===== src/rtl/moonbase_cpu_nibble_gen2.sv =====
// moonbase_cpu_nibble_gen2: parametrised nibble-serial accumulator CPU.
// One nibble per cycle moves over the external SRAM / device bus.
module moonbase_cpu_nibble_gen2 #(
    parameter int DATA_W      = 8,
    parameter int ADDR_W      = 7,
    parameter int STACK_DEPTH = 4,
    parameter int N_LOCAL_RAM = 8,
    localparam int NN  = DATA_W / 4,
    localparam int NSW = (NN > 1) ? $clog2(NN) : 1
) (
    input  logic              clk,
    input  logic              reset,
    input  logic [3:0]        ram_in,
    input  logic [1:0]        dev_in,
    output logic              strobe,
    output logic [ADDR_W-1:0] addr_out,
    output logic              code_sel,
    output logic [NSW-1:0]    nib_sel,
    output logic [3:0]        data_out,
    output logic              wr_ram_n,
    output logic              wr_dev_n,
    output logic              halted,
    output logic              stk_err
);
    localparam int LW  = $clog2(N_LOCAL_RAM);
    localparam int SPW = $clog2(STACK_DEPTH + 1);

    typedef enum logic [2:0] {FA, INS, VF, OA, OD, EX, WR, HLT} phase_t;

    phase_t            ph;
    logic [ADDR_W-1:0] pc;
    logic [DATA_W-1:0] a, b, x, y, opnd;
    logic              c;
    logic [3:0]        op, v;
    logic [NSW-1:0]    k;
    logic [SPW-1:0]    sp;
    logic [ADDR_W-1:0] stk [STACK_DEPTH];
    logic [DATA_W-1:0] lram [N_LOCAL_RAM];

    logic [3:0]        vv;
    logic [ADDR_W-1:0] ea;
    logic              loc, is_st, skip, last, full, empty;
    logic              wr_r, wr_d, cond;
    logic [DATA_W-1:0] m;
    logic [DATA_W:0]   sum, dif;
    logic [DATA_W-1:0] a_n, b_n, x_n, y_n;
    logic              c_n, push, pop;
    logic [ADDR_W-1:0] pc_n;

    // v is still on ram_in during VF, so the operand address is formed early
    always_comb begin
        vv    = (ph == VF) ? ram_in : v;
        ea    = (vv[3] ? y[ADDR_W-1:0] : x[ADDR_W-1:0]) + ADDR_W'(vv[2:0]);
        loc   = vv[3] ? y[DATA_W-1] : x[DATA_W-1];
        is_st = (op == 4'hA) || (op == 4'hB);
        skip  = (op >= 4'h7) && (op <= 4'hE);
        last  = (k == NSW'((op == 4'h6) ? 0 : NN - 1));
        full  = (sp == SPW'(STACK_DEPTH));
        empty = (sp == '0);
        wr_r  = (op == 4'hB) && !loc;
        wr_d  = (op == 4'hA);
        m     = (loc && op <= 4'h5) ? lram[ea[LW-1:0]] : opnd;
        sum   = {1'b0, a} + {1'b0, m};
        dif   = {1'b0, a} - {1'b0, m};
        cond  = opnd[DATA_W-1] ? c : (a == '0);
    end

    always_comb begin
        a_n  = a;
        b_n  = b;
        x_n  = x;
        y_n  = y;
        c_n  = c;
        pc_n = pc;
        push = 1'b0;
        pop  = 1'b0;
        case (op)
            4'h0: {c_n, a_n} = sum;
            4'h1: {c_n, a_n} = dif;
            4'h2: a_n = a | m;
            4'h3: a_n = a & m;
            4'h4: a_n = a ^ m;
            4'h5, 4'h6: a_n = m;
            4'h7: case (v)
                4'h0: begin x_n = y; y_n = x; end
                4'h1: a_n = a + DATA_W'(c);
                4'h3: begin pop = 1'b1; pc_n = empty ? '0 : stk[0]; end
                4'h4: y_n = y + a;
                4'h5: x_n = x + a;
                4'h6: y_n = y + DATA_W'(1);
                4'h7: x_n = x + DATA_W'(1);
                default: ;
            endcase
            4'h8: case (v)
                4'h0: a_n = y;
                4'h1: a_n = x;
                4'h2: b_n = a;
                4'h3: begin a_n = b; b_n = a; end
                4'h4: y_n = a;
                4'h5: x_n = a;
                4'h7: a_n = DATA_W'(pc);
                default: ;
            endcase
            4'hF: case (v)
                4'h0: a_n = opnd;
                4'h1: {c_n, a_n} = sum;
                4'h2: x_n = opnd;
                4'h3: y_n = opnd;
                4'h4: if (!cond) pc_n = opnd[ADDR_W-1:0];
                4'h5: if (cond) pc_n = opnd[ADDR_W-1:0];
                4'h6: begin pc_n = opnd[ADDR_W-1:0]; push = opnd[DATA_W-1]; end
                default: ;
            endcase
            default: ;
        endcase
    end

    always_ff @(posedge clk) begin
        if (reset) begin
            ph       <= FA;
            pc       <= '0;
            a        <= '0;
            b        <= '0;
            x        <= '0;
            y        <= '0;
            c        <= 1'b0;
            opnd     <= '0;
            op       <= '0;
            v        <= '0;
            k        <= '0;
            sp       <= '0;
            strobe   <= 1'b1;
            addr_out <= '0;
            code_sel <= 1'b1;
            nib_sel  <= '0;
            data_out <= '0;
            wr_ram_n <= 1'b1;
            wr_dev_n <= 1'b1;
            halted   <= 1'b0;
            stk_err  <= 1'b0;
        end else begin
            strobe   <= 1'b0;
            wr_ram_n <= 1'b1;
            wr_dev_n <= 1'b1;
            case (ph)
                FA: begin
                    ph      <= INS;
                    nib_sel <= '0;
                end
                INS: begin
                    op      <= ram_in;
                    ph      <= VF;
                    nib_sel <= NSW'(1);
                end
                VF: begin
                    v       <= ram_in;
                    pc      <= pc + ADDR_W'(1);
                    k       <= '0;
                    nib_sel <= '0;
                    if (skip) begin
                        ph <= EX;
                        if (is_st) begin
                            strobe   <= 1'b1;
                            code_sel <= 1'b0;
                            addr_out <= ea;
                        end
                    end else begin
                        ph       <= OA;
                        strobe   <= 1'b1;
                        code_sel <= (op == 4'hF);
                        addr_out <= (op == 4'hF) ? pc + ADDR_W'(1) : ea;
                    end
                end
                OA: begin
                    ph      <= OD;
                    nib_sel <= '0;
                end
                OD: begin
                    if (op == 4'h6) opnd <= DATA_W'(dev_in);
                    else opnd[4*k +: 4] <= ram_in;
                    if (last) begin
                        ph <= EX;
                        if (op == 4'hF) pc <= pc + ADDR_W'(1);
                    end else begin
                        k       <= k + NSW'(1);
                        nib_sel <= k + NSW'(1);
                    end
                end
                EX: begin
                    a  <= a_n;
                    b  <= b_n;
                    x  <= x_n;
                    y  <= y_n;
                    c  <= c_n;
                    pc <= pc_n;
                    if (push) begin
                        for (int i = STACK_DEPTH - 1; i > 0; i--) stk[i] <= stk[i-1];
                        stk[0] <= pc;
                        if (full) stk_err <= 1'b1;
                        else sp <= sp + SPW'(1);
                    end
                    if (pop) begin
                        if (empty) stk_err <= 1'b1;
                        else begin
                            for (int i = 0; i < STACK_DEPTH - 1; i++) stk[i] <= stk[i+1];
                            sp <= sp - SPW'(1);
                        end
                    end
                    if (is_st) begin
                        if (op == 4'hB && loc) lram[ea[LW-1:0]] <= a;
                        ph       <= WR;
                        k        <= '0;
                        nib_sel  <= '0;
                        data_out <= a[3:0];
                        wr_ram_n <= !wr_r;
                        wr_dev_n <= !wr_d;
                    end else if (op == 4'h7 && v == 4'h8) begin
                        ph     <= HLT;
                        halted <= 1'b1;
                    end else begin
                        ph       <= FA;
                        strobe   <= 1'b1;
                        code_sel <= 1'b1;
                        addr_out <= pc_n;
                        nib_sel  <= '0;
                    end
                end
                WR: begin
                    if (k == NSW'(NN - 1)) begin
                        ph       <= FA;
                        strobe   <= 1'b1;
                        code_sel <= 1'b1;
                        addr_out <= pc;
                        nib_sel  <= '0;
                    end else begin
                        k        <= k + NSW'(1);
                        nib_sel  <= k + NSW'(1);
                        data_out <= a[4*(int'(k)+1) +: 4];
                        wr_ram_n <= !wr_r;
                        wr_dev_n <= !wr_d;
                    end
                end
                default: ;
            endcase
        end
    end
endmodule


===== config.mk =====
export PLATFORM = sky130hd
export DESIGN_NAME = moonbase_cpu_nibble_gen2
export DESIGN_NICKNAME = d
export VERILOG_FILES = /design/src/rtl/moonbase_cpu_nibble_gen2.sv
export SDC_FILE = /design/constraint.sdc
export NUM_CORES = 1
export LEC_CHECK = 0
export ABC_AREA = 0
export CAP_MARGIN = 5
export CELL_PAD_IN_SITES_DETAIL_PLACEMENT = 0
export CELL_PAD_IN_SITES_GLOBAL_PLACEMENT = 1
export CORE_MARGIN = 10
export CORE_UTILIZATION = 49
export DETAILED_ROUTE_END_ITERATION = 12
export PLACE_DENSITY = 0.86
export SYNTH_ARGS = -nofsm -noshare
export SYNTH_HDL_FRONTEND = slang
export SYNTH_SLANG_ARGS = --single-unit

===== constraint.sdc =====
create_clock -name clk -period 6.6 [get_ports clk]
set_clock_uncertainty 0.1 [all_clocks]
set_input_delay 0.99 -clock clk [delete_from_list [all_inputs] [get_ports clk]]
set_output_delay 0.99 -clock clk [all_outputs]
set_load 0.02 [all_outputs]

Word level (Yosys, flattened, before mapping)
Memory sizes are Yosys's and may differ from the RTL's.
Index checks and enable logic that the tools add are counted.
- $add $sub $neg: 14
- order comparisons: 3
- equality and inequality tests: 47
- shift operators: 3
- mux-type cells: 101
- bitwise gates (word level): 7
- reductions and logical operators: 38
- operator list (kind ; count):
    $mux W7 ; 16
    $pmux W8 S3 ; 4
    $pmux W8 S9 ; 1
    $pmux W7 S3 ; 3
    $mux W8 ; 7
    $mux W1 ; 45
    $neg A3 Y34 ; 1
    $shift A4 B34 Y8 const A ; 1
    $shiftx A4 B34 Y8 ; 1
    $eq A4 B3 Y1 const B ; 8
    $pmux W8 S4 ; 1
    $mux W3 ; 9
    $reduce_and A3 Y1 ; 8
    $pmux W3 S7 ; 1
    $eq A4 B4 Y1 const B ; 5
    $ne A2 B2 Y1 const B ; 10
    $reduce_and A5 Y1 ; 4
    $add A8 B1 Y8 const B ; 2
    $add A8 B8 Y8 ; 2
    $eq A4 B2 Y1 const B ; 4
    $pmux W8 S2 ; 1
    $pmux W7 S2 ; 1
    $eq A3 B3 Y1 const B ; 4
    $mux W4 ; 3
    other kinds (47) ; 71
- register bits after elaboration: 81
- bits in writable memories: 92
- bits of input ports: 8
- output and inout bits: 18
- memories kept: 2
- memories (memory ; depth ; bits a word ; read ports ; clocked after memory_dff ; write ports ; RTL line ; source):
    lram ; 8 ; 8 ; 1 ; 0 ; 1 ; 38 ; logic [DATA_W-1:0] lram [N_LOCAL_RAM];
    stk ; 4 ; 7 ; 4 ; 0 ; 4 ; 37 ; logic [ADDR_W-1:0] stk [STACK_DEPTH];

Logic depth before layout (Yosys ltp)
- depth after elaboration: 9
- gate-level depth with buffers: 24
- gate-level depth less buffers: 20

Least setup slack after synthesis
Ideal clock, no wire load.
- kind: input -> register
- from: input ram_in[3]
- to: register a[4]
- arrival: 5355 ps
- data required time: 6383 ps
- setup slack: 1027 ps
- stages on the path: 20
- path buffers: 3
- cell sequence: mux2i_1 > clkbuf_1 > mux2_2 > ha_1 > inv_1 > fa_1 > clkbuf_1 > buf_1 > mux4_2 > mux2i_1 > o21ai_1 > ha_1 > fa_1 > o21bai_1 > a21oi_1 > a221oi_1 > a21oi_1 > a2111oi_0 > nand2_1 > a32o_1
- cells in the longest elaborated chain, start to end: 8
- elaborated cells on any way between the ends: 14
- those cells by class: add/sub: 3; mux: 6; bitwise: 3; reduce/logical: 1; memory: 1
- RTL lines (element ; RTL line ; source):
    start: declaration ; 13 ; input logic [3:0] ram_in,
    $mux W4 * ; - ;
    $mux W7 ; 53 ; ea = (vv[3] ? y[ADDR_W-1:0] : x[ADDR_W-1:0]) + ADDR_W'(vv[2:0]);
    $add A7 B3 Y7 ; 53 ;
    $mem_v2 Z8 W8 ; - ;
    $mux W8 * ; 62 ; m = (loc && op <= 4'h5) ? lram[ea[LW-1:0]] : opnd;
    $add A8 B8 Y9 ; 63 ; sum = {1'b0, a} + {1'b0, m};
    $pmux W8 S2 ; 104 ; 4'hF: case (v)
    $pmux W8 S9 * ; 77 ; case (op)
    end signal: assignment ; 190 ; a <= a_n;
    end: declaration ; 32 ; logic [DATA_W-1:0] a, b, x, y, opnd;
Mark *: on every way between the ends. The rest lies on a longest branch, timed or not.
A chain may end at the register's enable or synchronous reset.

Worst setup path in the final report
Same ends and word-level chain as after synthesis.

==> results.ini <==
[clock_network]
clk_pin_slew_ns = 0.08
cts_setup_buffers = 0
clock-sinks = 173
cts_hold_buffers = 0
cts-root-buf = clkbuf_16
h-tree-depth = 4
cts-resized-gates = 0
cts_tree = built
numCtsBuffers = 17
clk_path_buf_depth = 2
clkLatencyLatePin_ns = 0.44

[placed_design]
post-dp-hpwl_mm = 25.6
gp_congestion = 0.971
pre_cts_slack_ns = 0.270
port_buffers = 25

[synth]
synth_cells = 1256
ys_seq_area_frac = 0.387
synthDistinctLibCells = 91
syn_area_um2 = 11300
synth_edf_count = 92
yosys.area.top_type_share = 0.244
yosysWarningCount = 0
synthFlopType = edfxtp_1
synth_fp_nets = 1319
synthArstFlopShare = 0
yosys-top-cells-area = edfxtp_1 (24%), dfxtp_1 (14%), ha_1 (5.5%)
yosys-top-cells-count = nor2_1 (136), nand2_1 (117), edfxtp_1 (92), dfxtp_1 (81), a21oi_1 (67)
synth_area_leader_cell = edfxtp_1
synth-seq-cells = 173
synth_area_per_cell_um2 = 9.01
yosysMostFrequentCell = nor2_1

[routing]
firstDrtPassIters = 5
wl_per_cell_um = 23.8
drt_wl_total_mm = 36.9
ant_nets = 0
viasPerCell = 6.63
via_count = 10200
dr.first_iter.drc_count = 1410
drc = 0

[sta]
final.setup.worst_slack_ns = 0.598
finalHoldViolations = 0
finalSetupTns_ns = 0
setup_violations = 0
worst_hold_slack_ns = 0.343
slew_violations = 0
fmax_mhz = 167
slew-limit-headroom = 0.200
post-route-period-util = 0.909
rsz0062_at_grt = false
fin_crit_ns = 6.00
worstMarginPinSlew_ns = 1.19

[global_route]
grt_pass1_vias = 9616
grt.total_usage = 0.251
grt_max_degree = 59
grt_overflow = 0
antenna_found_initial = 0
grt_pass1_wl_mm = 57.2

[worst_setup_path]
arrival_ns = 6.24
critPathKind = in2reg
end_kind = flop
path_cells = clkdlybuf4s50_1, mux2i_1, mux2_2, ha_1, inv_1, fa_1, xnor2_2, mux2i_1, o22ai_1, a211oi_1, o21ai_1, inv_1, ha_1, a21oi_1, o21ai_1, a221oi_1, a21oi_1, a2111oi_0, nand2_1, a32o_1
critPathRequiredTime_ns = 6.84
max_stage_delay_ns = 0.54
r2r_start = ph[1]
start_kind = input pin
crit_slowest_cell = xnor2_2
path_max_fanout = 7
critPathLaunch = ram_in[3]
reg2regPathDepth = 20

[floorplanning]
num_rows = 55
die_w_um = 172
initial_core_util = 0.498
ios = 26
dieArea_um2 = 29600
die_h_um = 172
core_area_um2 = 22700

[status]
outcome = finished, final reports clean

[layout]
areaGrowthSynthToFinish_pct = 9.69
final_layout_size_suffix_gt1_frac = 0.0983
final_util = 0.547
nets = 1311
diodes = 0

[worst_hold_path]
hold_path_class = reg2reg
whs_path_depth = 2
min_from = halted

[power]
power_mw = 2.76
peakVddDrop_mv = 0.157
p_leak_nw = 4.33
power_density_nw_per_um2 = 222

[flow_run]
cap_viol_max_count = 0

==> where the power goes <==
| part | leakage [nW] | switching, mW | total (mW) | internal (mW) |
|---|---|---|---|---|
| Clock | 0.287 | 0.499 | 1.01 | 0.511 |
| Sequential | 1.47 | 0.0331 | 1.19 | 1.15 |
| Combinational | 2.58 | 0.360 | 0.558 | 0.199 |
==> routing by layer <==
layer | global-route usage | vias up | routed length (um)
met2 | 0.375 | 586 | 16300
met3 | 0.0481 | 99 | 3770
met4 | 0.117 | 0 | 1470
li1 | - | 4640 | -
met5 | 0 | - | 0
met1 | 0.344 | 4918 | 15300
==> cells by family after synthesis <==
| group | count (synthesis) | share of synthesized area |
|---|---|---|
| simple gates | 424 | 0.181 |
| buf+inv | 139 | 0.0496 |
| xor+xnor | 37 | 0.0293 |
| fa+ha+maj | 56 | 0.0650 |
| mux | 74 | 0.0747 |
| flops | 173 | 0.387 |
| compound gates | 353 | 0.213 |
==> final timing paths <==
| path | slack (ns) | to |
|---|---|---|
| hold reg to reg | 0.34 | halted |
| setup reg to reg | 0.65 | a[4] |
| hold / removal | 0.34 | halted |
| setup / recovery | 0.60 | a[4] |
==> cell type report <==
cell class                      count  area, um^2
Fill cell                        2049       10300
Multi-Input combinational cell    944        6380
Sequential cell                   173        4380
Timing Repair Buffer               62         523
Clock buffer                       17         425
Tap cell                          285         357
Inverter                           50         188
Clock inverter                     15         159
==> per-stage QoR <==
| step | std cells | cell area [um^2] |
|---|---|---|
| 2_1_floorplan | 1256 | 11300 |
| 3_3_place_gp | 1514 | 11800 |
| 3_5_place_dp | 1514 | 11800 |
| 4_1_cts | 1546 | 12400 |
| 5_1_grt | 1546 | 12400 |
| 6_report | 1546 | 12400 |
==> cells in the final DEF (no fill, tap or decap), types with 10 or more instances in the layout <==
master and count:
xnor2_1 24, nor2_1 135, a22oi_1 16, ha_1 50, buf_4 37, o21ai_0 62, a31oi_1 26, a221oi_1 10
o21a_1 10, clkbuf_16 17, dfxtp_1 81, and3_1 10, o22ai_1 14, nor3_1 38, o21ai_1 14, a211oi_1 27
nand2b_1 18, o211ai_1 15, a21oi_1 67, edfxtp_1 92, nand3_1 25, nor2b_1 19, inv_1 47, mux2_2 22
xor2_1 12, clkdlybuf4s50_1 24, a311oi_1 14, mux2i_1 38, nand2_1 117
==> state kept, by name (all words and copies together), names as in the netlist, 3 cells and up <==
register and count:
addr_out 7, sp 3, v 4, ph 3, y 8, lram 64
data_out 4, op 4, x 8, b 8, stk 28, pc 7
opnd 8, a 8
==> critical path, delay by kind of cell <==
kind	cells	cell delay, ns
adder cells (fa/ha/maj)	3	0.89
AND/OR/NAND/NOR	1	0.09
XOR/XNOR	1	0.54
multiplexers	3	0.88
buffers and inverters	3	0.67
AO/OA/AOI/OAI	9	2.17
Power figures use the tool's default switching activity.
